File: src/rtl/irq_ctrl_pkg.sv
// ----------------------------------------------------------------------------
// irq_ctrl_pkg
//   Shared types and constants for the external interrupt front-end.
//   - irq_state_t      : handshake FSM states (IDLE, REQ, ACKWAIT)
//   - IRQ_NSRC_MAX     : largest supported number of interrupt sources
//   - IRQ_SYNC_DEFAULT : default synchronizer depth per source
// ----------------------------------------------------------------------------
package irq_ctrl_pkg;

  localparam int IRQ_NSRC_MAX     = 16;
  localparam int IRQ_SYNC_DEFAULT = 2;

  typedef enum logic [1:0] {
    IDLE    = 2'd0,
    REQ     = 2'd1,
    ACKWAIT = 2'd2
  } irq_state_t;

endpackage : irq_ctrl_pkg

File: src/rtl/irq_sync_edge.sv
// ----------------------------------------------------------------------------
// irq_sync_edge
//   Brings one asynchronous interrupt line into the CLOCK_50 domain and
//   produces a one-cycle pulse for each rising edge of the synchronized level.
//   Ports:
//     CLOCK_50 - system clock
//     reset    - asynchronous active-low reset
//     d        - raw asynchronous interrupt line
//     rise     - high for one cycle after a 0->1 transition is synchronized
// ----------------------------------------------------------------------------
module irq_sync_edge
  import irq_ctrl_pkg::*;
#(
  parameter int SYNC_STAGES = IRQ_SYNC_DEFAULT
) (
  input  logic CLOCK_50,
  input  logic reset,
  input  logic d,
  output logic rise
);

  logic [SYNC_STAGES-1:0] r_sync;
  logic                   r_prev;

  // NOTE: sequential state uses non-blocking assignments so every flop samples
  // the pre-edge value of its neighbour; blocking here would collapse the chain.
  always_ff @(posedge CLOCK_50 or negedge reset) begin
    if (!reset) begin
      r_sync <= '0;
      r_prev <= 1'b0;
    end else begin
      r_sync[0] <= d;
      for (int i = 1; i < SYNC_STAGES; i++) begin
        r_sync[i] <= r_sync[i-1];
      end
      r_prev <= r_sync[SYNC_STAGES-1];
    end
  end

  // r_prev resets to 0, so a line already high at reset release still
  // yields one rise once it has crossed the synchronizer.
  assign rise = r_sync[SYNC_STAGES-1] & ~r_prev;

endmodule : irq_sync_edge

File: src/rtl/ext_irq_controller.sv
// ----------------------------------------------------------------------------
// ext_irq_controller
//   External interrupt front-end: latches rising edges on NSRC asynchronous
//   lines, arbitrates pending sources by fixed priority (lowest index wins)
//   and presents one request at a time to the processor.
//   Ports:
//     CLOCK_50     - system clock
//     reset        - asynchronous active-low reset
//     irq_src      - raw interrupt lines, rising-edge significant
//     irq_mask     - 1 = source eligible for arbitration
//     ovf_clear    - synchronous pulse clearing all overflow bits
//     ExtIAck      - processor acknowledge (level)
//     ExtIRQ       - registered request to processor
//     irq_id       - registered index of requested source (valid with ExtIRQ)
//     irq_pending  - pending register
//     irq_overflow - sticky: edge arrived while source already pending
// ----------------------------------------------------------------------------
module ext_irq_controller
  import irq_ctrl_pkg::*;
#(
  parameter  int NSRC        = 4,
  parameter  int SYNC_STAGES = IRQ_SYNC_DEFAULT,
  localparam int IDW         = $clog2(NSRC)
) (
  input  logic            CLOCK_50,
  input  logic            reset,
  input  logic [NSRC-1:0] irq_src,
  input  logic [NSRC-1:0] irq_mask,
  input  logic            ovf_clear,
  input  logic            ExtIAck,
  output logic            ExtIRQ,
  output logic [IDW-1:0]  irq_id,
  output logic [NSRC-1:0] irq_pending,
  output logic [NSRC-1:0] irq_overflow
);

  irq_state_t      r_state, w_state_n;
  logic            r_irq, w_irq_n;
  logic [IDW-1:0]  r_id, w_id_n;
  logic [NSRC-1:0] r_pend, w_pend_n;
  logic [NSRC-1:0] r_ovf, w_ovf_n;

  logic [NSRC-1:0] w_rise;
  logic [NSRC-1:0] w_eligible;
  logic            w_any;
  logic [IDW-1:0]  w_winner;
  logic            w_ack_clr;
  logic [NSRC-1:0] w_clr_mask;

  // Edge capture: one synchronizer/edge detector per source.
  for (genvar g = 0; g < NSRC; g++) begin : g_src
    irq_sync_edge #(
      .SYNC_STAGES(SYNC_STAGES)
    ) u_sync (
      .CLOCK_50(CLOCK_50),
      .reset   (reset),
      .d       (irq_src[g]),
      .rise    (w_rise[g])
    );
  end

  // Fixed-priority encoder; scanning downward lets the lowest index win.
  assign w_eligible = r_pend & irq_mask;
  assign w_any      = |w_eligible;

  always_comb begin
    w_winner = '0;
    for (int i = NSRC - 1; i >= 0; i--) begin
      if (w_eligible[i]) w_winner = IDW'(i);
    end
  end

  // Handshake FSM, next state and registered-output next values.
  // NOTE: every signal driven here gets a default first, so no path can leave
  // it unassigned and infer a latch.
  always_comb begin
    w_state_n = r_state;
    w_irq_n   = r_irq;
    w_id_n    = r_id;
    w_ack_clr = 1'b0;
    unique case (r_state)
      IDLE: begin
        if (w_any) begin
          w_state_n = REQ;
          w_irq_n   = 1'b1;
          w_id_n    = w_winner;
        end
      end
      REQ: begin
        // Request is frozen until acknowledged; mask changes are ignored.
        if (ExtIAck) begin
          w_state_n = ACKWAIT;
          w_irq_n   = 1'b0;
          w_ack_clr = 1'b1;
        end
      end
      ACKWAIT: begin
        if (!ExtIAck) w_state_n = IDLE;
      end
      default: begin
        w_state_n = IDLE;
        w_irq_n   = 1'b0;
      end
    endcase
  end

  // A rise on the source being retired at the same edge re-sets pending and
  // is not counted as an overflow. A new overflow beats ovf_clear.
  assign w_clr_mask = w_ack_clr ? (NSRC'(1) << r_id) : '0;
  assign w_pend_n   = (r_pend & ~w_clr_mask) | w_rise;
  assign w_ovf_n    = (r_ovf & ~{NSRC{ovf_clear}}) | (w_rise & r_pend & ~w_clr_mask);

  always_ff @(posedge CLOCK_50 or negedge reset) begin
    if (!reset) begin
      r_state <= IDLE;
      r_irq   <= 1'b0;
      r_id    <= '0;
      r_pend  <= '0;
      r_ovf   <= '0;
    end else begin
      r_state <= w_state_n;
      r_irq   <= w_irq_n;
      r_id    <= w_id_n;
      r_pend  <= w_pend_n;
      r_ovf   <= w_ovf_n;
    end
  end

  assign ExtIRQ       = r_irq;
  assign irq_id       = r_id;
  assign irq_pending  = r_pend;
  assign irq_overflow = r_ovf;

endmodule : ext_irq_controller

File: config.mk
export PLATFORM = sky130hd
export DESIGN_NAME = ext_irq_controller
export DESIGN_NICKNAME = d
export VERILOG_FILES = /design/src/rtl/irq_ctrl_pkg.sv /design/src/rtl/irq_sync_edge.sv /design/src/rtl/ext_irq_controller.sv
export SDC_FILE = /design/constraint.sdc
export NUM_CORES = 1
export LEC_CHECK = 0
export BUFFER_PORTS_ARGS = -buffer_cell sky130_fd_sc_hd__buf_4
export CORE_MARGIN = 5
export CORE_UTILIZATION = 53
export DETAILED_ROUTE_END_ITERATION = 8
export PLACE_DENSITY = 0.8
export SYNTH_ARGS = -nofsm -noshare
export SYNTH_HDL_FRONTEND = slang
export SYNTH_SLANG_ARGS = --single-unit
File: constraint.sdc
create_clock -name CLOCK_50 -period 2 [get_ports CLOCK_50]
set_input_delay 0.1 -clock CLOCK_50 [delete_from_list [all_inputs] [get_ports CLOCK_50]]
set_output_delay 0.1 -clock CLOCK_50 [all_outputs]
set_load 0.02 [all_outputs]
==> results of run 1 <==
routing by layer:
| layer | routed length [um] | vias to the layer above | global-route usage [%] |
|---|---|---|---|
| met5 | 0 | - | 0 |
| met1 | 623 | 283 | 17.44 |
| met3 | 152 | 0 | 4.070 |
| li1 | - | 293 | - |
| met2 | 712 | 26 | 20.04 |
| met4 | 0 | 0 | 2.553 |
critical path, delay by kind of cell (launching register included):
kind / cells / cell delay (ps)
and+or+nand+nor: 1 / 240
DFF: 1 / 430
AOI/OAI and AO/OA: 2 / 410
report_power, final:
| part | switching [mW] | internal (mW) |
|---|---|---|
| Sequential | 0.0979 | 0.622 |
| Clock | 0.143 | 0.0762 |
| Combinational | 0.305 | 0.265 |
stage by stage:
stage          utilization (%)  hold WS, ps  setup slack, ps  std cells
6_report                 74.51        39.35            811.7        114
5_1_grt                  74.51        34.88            756.5        114
4_1_cts                  74.51        32.23            810.0        114
3_5_place_dp             68.67        15.19            835.5        104
3_3_place_gp             68.67        12.52            858.5        104
2_1_floorplan                -       -195.6            828.7         67
cells in the mapped netlist (all sizes together):
| library cell | instances |
|---|---|
| nor3b | 1 |
| nor2 | 1 |
| a21oi | 1 |
| o22ai | 4 |
| and2 | 1 |
| or2 | 2 |
| dfrtp | 25 |
| xor2 | 1 |
| a21o | 1 |
| nand2b | 4 |
| o2bb2ai | 1 |
| a22oi | 1 |
| a221oi | 1 |
| nand4b | 1 |
| inv | 5 |
| a31oi | 1 |
| nand2 | 8 |
| nand4bb | 1 |
| o21ai | 5 |
| buf | 1 |
| o22a | 1 |
path summary, 6_finish.rpt:
path,endpoint,start,cells past startpoint
max,r_state[0],irq_pending[1],3
min,r_state[1],ExtIAck,2
max reg2reg,r_state[0],irq_pending[1],3
min reg2reg,g_src[1].u_sync.r_sync[1],g_src[1].u_sync.r_sync[0],0
max in group asynchronous,g_src[3].u_sync.r_prev,reset,2
min in group asynchronous,irq_overflow[1],reset,2
registers in the layout, summed over array words and instances (netlist names):
register	count
irq_overflow	4
g_src.u_sync.r_prev	4
ExtIRQ	1
r_state	2
irq_pending	4
irq_id	2
g_src.u_sync.r_sync	8
cell families after synthesis:
group / count (synthesis) / share of synthesized area, %
xor+xnor: 1 / 0.9903
compound gates: 16 / 13.01
simple gates: 19 / 11.88
flops: 25 / 70.72
buf+inv: 6 / 3.395
area by class of cell:
| cell class | instances | area, um2 | share of cell area [%] |
|---|---|---|---|
| Inverter | 5 | 18.77 | 1.634 |
| Timing Repair Buffer | 28 | 225.2 | 19.61 |
| Sequential cell | 25 | 625.6 | 54.47 |
| Multi-Input combinational cell | 36 | 229.0 | 19.93 |
| Tap cell | 16 | 20.02 | 1.743 |
| Clock inverter | 1 | 7.507 | 0.6536 |
| Clock buffer | 3 | 22.52 | 1.961 |
cell usage in the layout (no fill, tap or decap), types with 2 or more instances in the layout:
| master | netlist | final |
|---|---|---|
| buf_4 | 0 | 22 |
| clkbuf_4 | 0 | 3 |
| dfrtp_1 | 25 | 25 |
| dlygate4sd3_1 | 0 | 6 |
| inv_1 | 5 | 5 |
| nand2_1 | 8 | 8 |
| nand2b_1 | 4 | 4 |
| o21ai_1 | 4 | 4 |
| o22ai_1 | 4 | 4 |
| or2_1 | 2 | 2 |
==> flow_metrics.tcl, run 1 <==
set metrics [dict create \
    grt_pass1_vias 566 \
    start_util_pct 57.39 \
    die-height_um 50.86 \
    r2r_slack_ps 810 \
    final_area_um2 1149 \
    clk_path_buf_depth 2 \
    cts-root-buf "clkbuf_4" \
    postCtsSetupRepairBufs 0 \
    period_minus_slack_ps 1188 \
    wire_per_inst_um 13.05 \
    yosysWarnings 0 \
    critPathCaptureType "register" \
    antenna_found_initial 0 \
    setup_tns_ps 0 \
    worstSkewPairLatency_ps 310 \
    rows 14 \
    cp_slowest_cell "dfrtp_1" \
    ctsHoldBuffers 6 \
    worstSetupPathType "register to register" \
    synth.net_count 79 \
    synthTopCellsByArea "dfrtp_1, nand2_1, nand2b_1" \
    final-max-slew-violation-count 0 \
    dieArea_um2 2586 \
    htree_levels 1 \
    arrival_ps 1400 \
    drive_above_1_share_pct 28.57 \
    setup_viol 0 \
    num_antenna_cells 0 \
    syn_area_per_cell_um2 13.20 \
    finalClockSkew_ps 4.314 \
    drt_wl_total_um 1488 \
    crit_path_cell_trace "a22oi_1 > a31oi_2 > or2_1" \
    fmax_mhz 841.5 \
    critical_path_required_ps 2210 \
    grt_first_pass_wirelength_um 2539 \
    period_share_pct 59.42 \
    track_usage_pct 12.72 \
    gp_congestion 0.8179 \
    drc_errors 0 \
    cts_made_buffers 3 \
    avgViaCountPerCell 5.281 \
    port_buffers 22 \
    grt_setup_unrepaired "false" \
    drv_cap 0 \
    status "finished clean" \
    synth_area_um2 884.6 \
    clock_sink_count 25 \
    synth_top_area_cell "dfrtp_1" \
    fin_nets 111 \
    worstSetupStartpointType "register" \
    num-fill-cells 115 \
    synth_cells 67 \
    power.leakage_nw 0.5331 \
    routed-via-count 602 \
    core_area_um2 1541 \
    syn_to_final_growth_pct 29.84 \
    drt-initial-drc-count 5 \
    ir_drop_uv 836.4 \
    max_stage_delay_ps 430 \
    ys_ff_latch 25 \
    slew_headroom_pct 79.87 \
    cp_max_fo 4 \
    min_path_type "primary input to register" \
    dieWidth_um 50.86 \
    pwr_density_cell_nw_per_um2 1314 \
    ant_nets 0 \
    grt_max_degree 26 \
    io_pins 23 \
    dp_hpwl_um 1104 \
    hold_viol 0 \
    grt_overflow 0 \
    seq_area_frac_synth_pct 70.72 \
    cts_tree "done" \
    first_pass_iters 4 \
    cts_resized 0 \
    ys_types 22 \
    synth_top_cell_area_share_pct 70.72 \
    place_area_um2 1059 \
    max_slew.worst_pin.slew_ps 301.9 \
    path_clk_slew_ps 130 \
    power_mw 1.509 \
]
(Power assumes the default switching activity.)
==> inputs of run 2 (changes only) <==
--- a/config.mk
+++ b/config.mk
@@ -7,9 +7,9 @@
 export LEC_CHECK = 0
 export BUFFER_PORTS_ARGS = -buffer_cell sky130_fd_sc_hd__buf_4
 export CORE_MARGIN = 5
-export CORE_UTILIZATION = 53
+export CORE_UTILIZATION = 49
 export DETAILED_ROUTE_END_ITERATION = 8
-export PLACE_DENSITY = 0.8
+export PLACE_DENSITY = 0.75
 export SYNTH_ARGS = -nofsm -noshare
 export SYNTH_HDL_FRONTEND = slang
 export SYNTH_SLANG_ARGS = --single-unit
==> constraint.sdc (replaced) <==
create_clock -name CLOCK_50 -period 1.1 [get_ports CLOCK_50]
set_input_delay 0.055 -clock CLOCK_50 [delete_from_list [all_inputs] [get_ports CLOCK_50]]
set_output_delay 0.055 -clock CLOCK_50 [all_outputs]
set_load 0.02 [all_outputs]
==> flow_metrics.tcl, run 2 (synthesis gave the netlist of run 1 again) <==
set metrics [dict create \
    dieArea_um2 2755 \
    core_area_um2 1727 \
    finalClockSkew_ps 6.770 \
    crit_path_cell_trace "buf_4 > nand4b_1 > o21ai_1 > o22ai_1" \
    status "finished clean" \
    arrival_ps 1290 \
    regMostFlops "g_src.u_sync.r_sync" \
    worstSkewPairLatency_ps 300 \
    r2r-end "irq_overflow[3]" \
    drc_errors 0 \
    grt_overflow 0 \
    layout_commonest_cell "buf_4" \
    die-height_um 52.49 \
    dieWidth_um 52.49 \
    pwr_density_cell_nw_per_um2 2409 \
    first_pass_iters 2 \
    track_usage_pct 13.43 \
    fin_nets 116 \
    path_delay_family "flip-flops" \
    drive_above_1_share_pct 38.83 \
    num_antenna_cells 0 \
    min_path_type "primary input to register" \
    num-fill-cells 121 \
    grt_max_degree 26 \
    routed-via-count 606 \
    r2r_slack_ps 9 \
    cp_slowest_cell "dfrtp_1" \
    drt-initial-drc-count 6 \
    hold_viol 0 \
    drv_cap 0 \
    htree_levels 1 \
    r2r_cells 4 \
    wl_met2_um 785 \
    ir_drop_uv 1542 \
    gp_congestion 0.7493 \
    ant_nets 0 \
    port_buffers 22 \
    max_stage_delay_ps 390 \
    rr_startpoint "r_state[0]" \
    start_util_pct 51.23 \
    path_clk_slew_ps 120 \
    grt_setup_unrepaired "true" \
    slew_headroom_pct 80.49 \
    drt-met1-wl_um 683 \
    grt_first_pass_wirelength_um 2628 \
    max_slew.worst_pin.slew_ps 292.6 \
    largest_reg_flops 8 \
    crit_buf_inv 1 \
    period_share_pct 99.20 \
    period_minus_slack_ps 1091 \
    power_mw 2.996 \
    final-max-slew-violation-count 0 \
    setup.worst_path.end "irq_overflow[3]" \
    worstSetupPathDepth 4 \
    avgViaCountPerCell 4.734 \
    grt_pass1_vias 621 \
    mostFrequentLayoutCells "buf_4, dfrtp_1, nand2_1, dlygate4sd3_1, inv_1" \
    clk_path_buf_depth 2 \
    cts-root-buf "clkbuf_4" \
    worstSetupPathType "register to register" \
    drt_wl_total_um 1622 \
    rows 15 \
    clock_sink_count 25 \
    fmax_mhz 916.4 \
    critical_path_required_ps 1300 \
    setup_slack_ps 8.746 \
    worstSetupStartpointType "register" \
    cts_tree "done" \
    top_layer "met4" \
    cp_max_fo 5 \
    antenna_found_initial 0 \
    io_pins 23 \
    wire_per_inst_um 12.67 \
    postCtsSetupRepairBufs 0 \
    wl_met3_um 137 \
    post-place-ws_ps 12.46 \
    setup_viol 0 \
    cts_made_buffers 3 \
    power.leakage_nw 0.5685 \
    startpoint "r_state[0]" \
    critPathCaptureType "register" \
    syn_to_final_growth_pct 40.59 \
    dp_hpwl_um 1241 \
]
==> run 2: layout make-up <==
class | count | area (um2) | area share, %
Clock buffer | 4 | 26.28 | 2.113
Multi-Input combinational cell | 36 | 270.3 | 21.73
Sequential cell | 25 | 628.1 | 50.50
Timing Repair Buffer | 33 | 269.0 | 21.63
Tap cell | 25 | 31.28 | 2.515
Inverter | 5 | 18.77 | 1.509
==> run 2: repair_timing <==
item,in CTS,in global routing
gates resized for setup,1,5
cloned,0,0
endpoints found under the setup margin,3,8
hold buffers,6,1
pin swaps,0,5
hold endpoints to repair,33,1
==> run 2: report_power, final <==
part           switching (mW)  internal (mW)
Sequential              0.172           1.14
Combinational           0.653          0.656
Clock                   0.235          0.141
==> run 2: routing by layer <==
layer	vias to the layer above	global-route usage [%]
li1	305	-
met1	280	15.54
met2	19	22.11
met3	2	4.843
met4	0	5.957
met5	-	0
==> run 2: how the worst min path moves through the flow <==
stage	from	endpoint	slack (ps)	cells after the start
4_1_cts	ExtIAck	r_state[1]	0.5	2
2_1_floorplan	reset	ExtIRQ	-240	0
6_report	ExtIAck	r_state[1]	30	2
5_1_grt	ExtIAck	r_state[1]	30	2
3_3_place_gp	reset	g_src[3].u_sync.r_sync[0]	-30	1
3_5_place_dp	reset	g_src[3].u_sync.r_sync[1]	-30	1
==> run 2: through the flow <==
step	area [um2]	hold WS (ps)	util (%)	std cells	setup TNS [ps]
floorplan	898.4	-240.6	-	67	0
global placement	1114	-33.68	64.49	117	0
detailed placement	1114	-34.14	64.49	117	0
CTS	1202	0.4514	69.64	127	0
global route	1244	29.48	72.03	128	-106.6
finish	1244	27.98	72.03	128	0
==> inputs of run 3 (changes only) <==
--- a/config.mk
+++ b/config.mk
@@ -6,8 +6,10 @@
 export NUM_CORES = 1
 export LEC_CHECK = 0
 export BUFFER_PORTS_ARGS = -buffer_cell sky130_fd_sc_hd__buf_4
+export CORE_ASPECT_RATIO = 0.75
 export CORE_MARGIN = 5
 export CORE_UTILIZATION = 49
+export CTS_CLUSTER_DIAMETER = 150
 export DETAILED_ROUTE_END_ITERATION = 8
 export PLACE_DENSITY = 0.75
 export SYNTH_ARGS = -nofsm -noshare
==> flow_metrics.tcl, run 3 (synthesis gave the netlist of run 1 again) <==
set metrics [dict create \
    status "finished, violations left" \
    violations "setup timing" \
    top_usage_layer "met2" \
    largest_reg_flops 8 \
    syn_to_final_growth_pct 44.27 \
    ant_nets 0 \
    port_buffers 22 \
    arrival_ps 1330 \
    max_stage_delay_ps 370 \
    ir_drop_uv 1584 \
    startpoint "r_state[0]" \
    final_area_um2 1276 \
    rr_startpoint "r_state[0]" \
    slew_headroom_pct 80.10 \
    fin_cells 128 \
    use_met2_pct 25.33 \
    avgViaCountPerCell 5.195 \
    fmax_mhz 902.0 \
    wire_per_inst_um 14.34 \
    critPathCaptureType "register" \
    regMostFlops "g_src.u_sync.r_sync" \
    power_mw 3.125 \
    worstSkewPairLatency_ps 320 \
    grt_util_met3_pct 6.044 \
    path_delay_family "flip-flops" \
    routed-via-count 665 \
    crit_buf_inv 1 \
    clk_path_buf_depth 2 \
    worstSetupStartpointType "register" \
    core_area_um2 1724 \
    grt_pass1_vias 665 \
    drv_cap 0 \
    drt-initial-drc-count 25 \
    final-max-slew-violation-count 0 \
    place_area_um2 1102 \
    start_util_pct 51.31 \
    fin_nets 119 \
    dp_cells 113 \
    cts_made_buffers 3 \
    cp_slowest_cell "dfrtp_1" \
    setup_viol 1 \
    drt_wl_total_um 1836 \
    hold_path_startpoint "irq_mask[0]" \
    pwr_density_cell_nw_per_um2 2449 \
    dieArea_um2 2764 \
    io_pins 23 \
    die-height_um 46.80 \
    first_pass_iters 4 \
    finalClockSkew_ps 6.754 \
    worstSetupPathType "register to register" \
    min_path_type "primary input to register" \
    max_slew.worst_pin.slew_ps 298.5 \
    grt_setup_unrepaired "true" \
    htree_levels 1 \
    cts_tree "done" \
    num_antenna_cells 0 \
    drc_errors 0 \
    drive_above_1_share_pct 41.51 \
    period_share_pct 100.8 \
    antenna_found_initial 0 \
    grt_first_pass_wirelength_um 3077 \
    grtUsageMet1_pct 20.82 \
    mostFrequentLayoutCells "buf_4, dfrtp_1, nand2_1, dlygate4sd3_1, inv_1" \
    cts-root-buf "clkbuf_4" \
    hold_viol 0 \
    num-fill-cells 109 \
    crit_path_cell_trace "buf_4 > nand4b_1 > o21ai_2 > o22ai_1" \
    dp_hpwl_um 1273 \
    critical_path_required_ps 1320 \
    layout_commonest_cell "buf_4" \
    setup_slack_ps -8.599 \
    clock_sink_count 25 \
    path_clk_slew_ps 130 \
    multi_input_comb_area_um2 274.0 \
    gp_congestion 0.7492 \
    grt_max_degree 26 \
    seq_area_um2 628.1 \
    post-place-ws_ps -30.66 \
    grt_overflow 0 \
    dieWidth_um 59.06 \
    track_usage_pct 15.87 \
    period_minus_slack_ps 1109 \
    cp_max_fo 5 \
    rows 13 \
    power.leakage_nw 0.5854 \
]
-- run 3: cell types whose count changed in the layout (fill, tap and decap cells not counted), sizes merged --
| cell | delta |
|---|---|
| clkbuf | -1 |
| clkinvlp | +1 |
| buf | +2 |
| dlygate4sd3 | +1 |
-- run 3: worst min-delay path, cell delays in order --
cell      delay [ps]
buf_4             90
nand2_1           50
nor2_1           140
a221oi_2          50
-- run 3: final cells by class --
type,count,share of cell area [%]
Clock buffer,3,1.765
Clock inverter,1,0.5882
Inverter,5,1.471
Multi-Input combinational cell,36,21.47
Sequential cell,25,49.22
Tap cell,22,2.157
Timing Repair Buffer,36,23.33
-- run 3: layer usage --
| metal | part of all wire, % | wire (um) | vias to the layer above |
|---|---|---|---|
| met2 | 49 | 903 | 30 |
| met3 | 7.5 | 138 | 0 |
| met1 | 43 | 795 | 324 |
| li1 | - | - | 311 |
| met5 | 0 | 0 | - |
| met4 | 0 | 0 | 0 |
-- run 3: final timing paths --
check	depth (start not counted)	endpoint	slack, ps
max reg2reg	4	irq_overflow[3]	-9
max	4	irq_overflow[3]	-9
min	4	irq_id[0]	100
min in group asynchronous	2	g_src[0].u_sync.r_sync[0]	140
max in group asynchronous	2	irq_pending[0]	700
min reg2reg	0	g_src[2].u_sync.r_sync[1]	360
-- run 3: stage by stage --
stage	setup TNS [ps]	util, %	hold slack [ps]
2_1_floorplan	0	-	-240.6
3_3_place_gp	0	63.93	-33.48
3_5_place_dp	-30.66	63.93	-33.14
4_1_cts	0	72.50	40.65
5_1_grt	-194.7	74.02	95.78
6_report	-8.599	74.02	101.6
-- run 3: repair_timing --
item,4_1_cts,5_1_grt
resized for setup,7,1
setup buffers,0,3
setup endpoints to repair,5,6
endpoints found under the hold margin,35,0
hold buffers,8,0
pin swaps,3,2
-- run 3: where the power goes --
group | switching [mW] | internal (mW) | total (mW)
logic | 0.698 | 0.702 | 1.40
clock network | 0.271 | 0.139 | 0.410
registers | 0.177 | 1.14 | 1.31
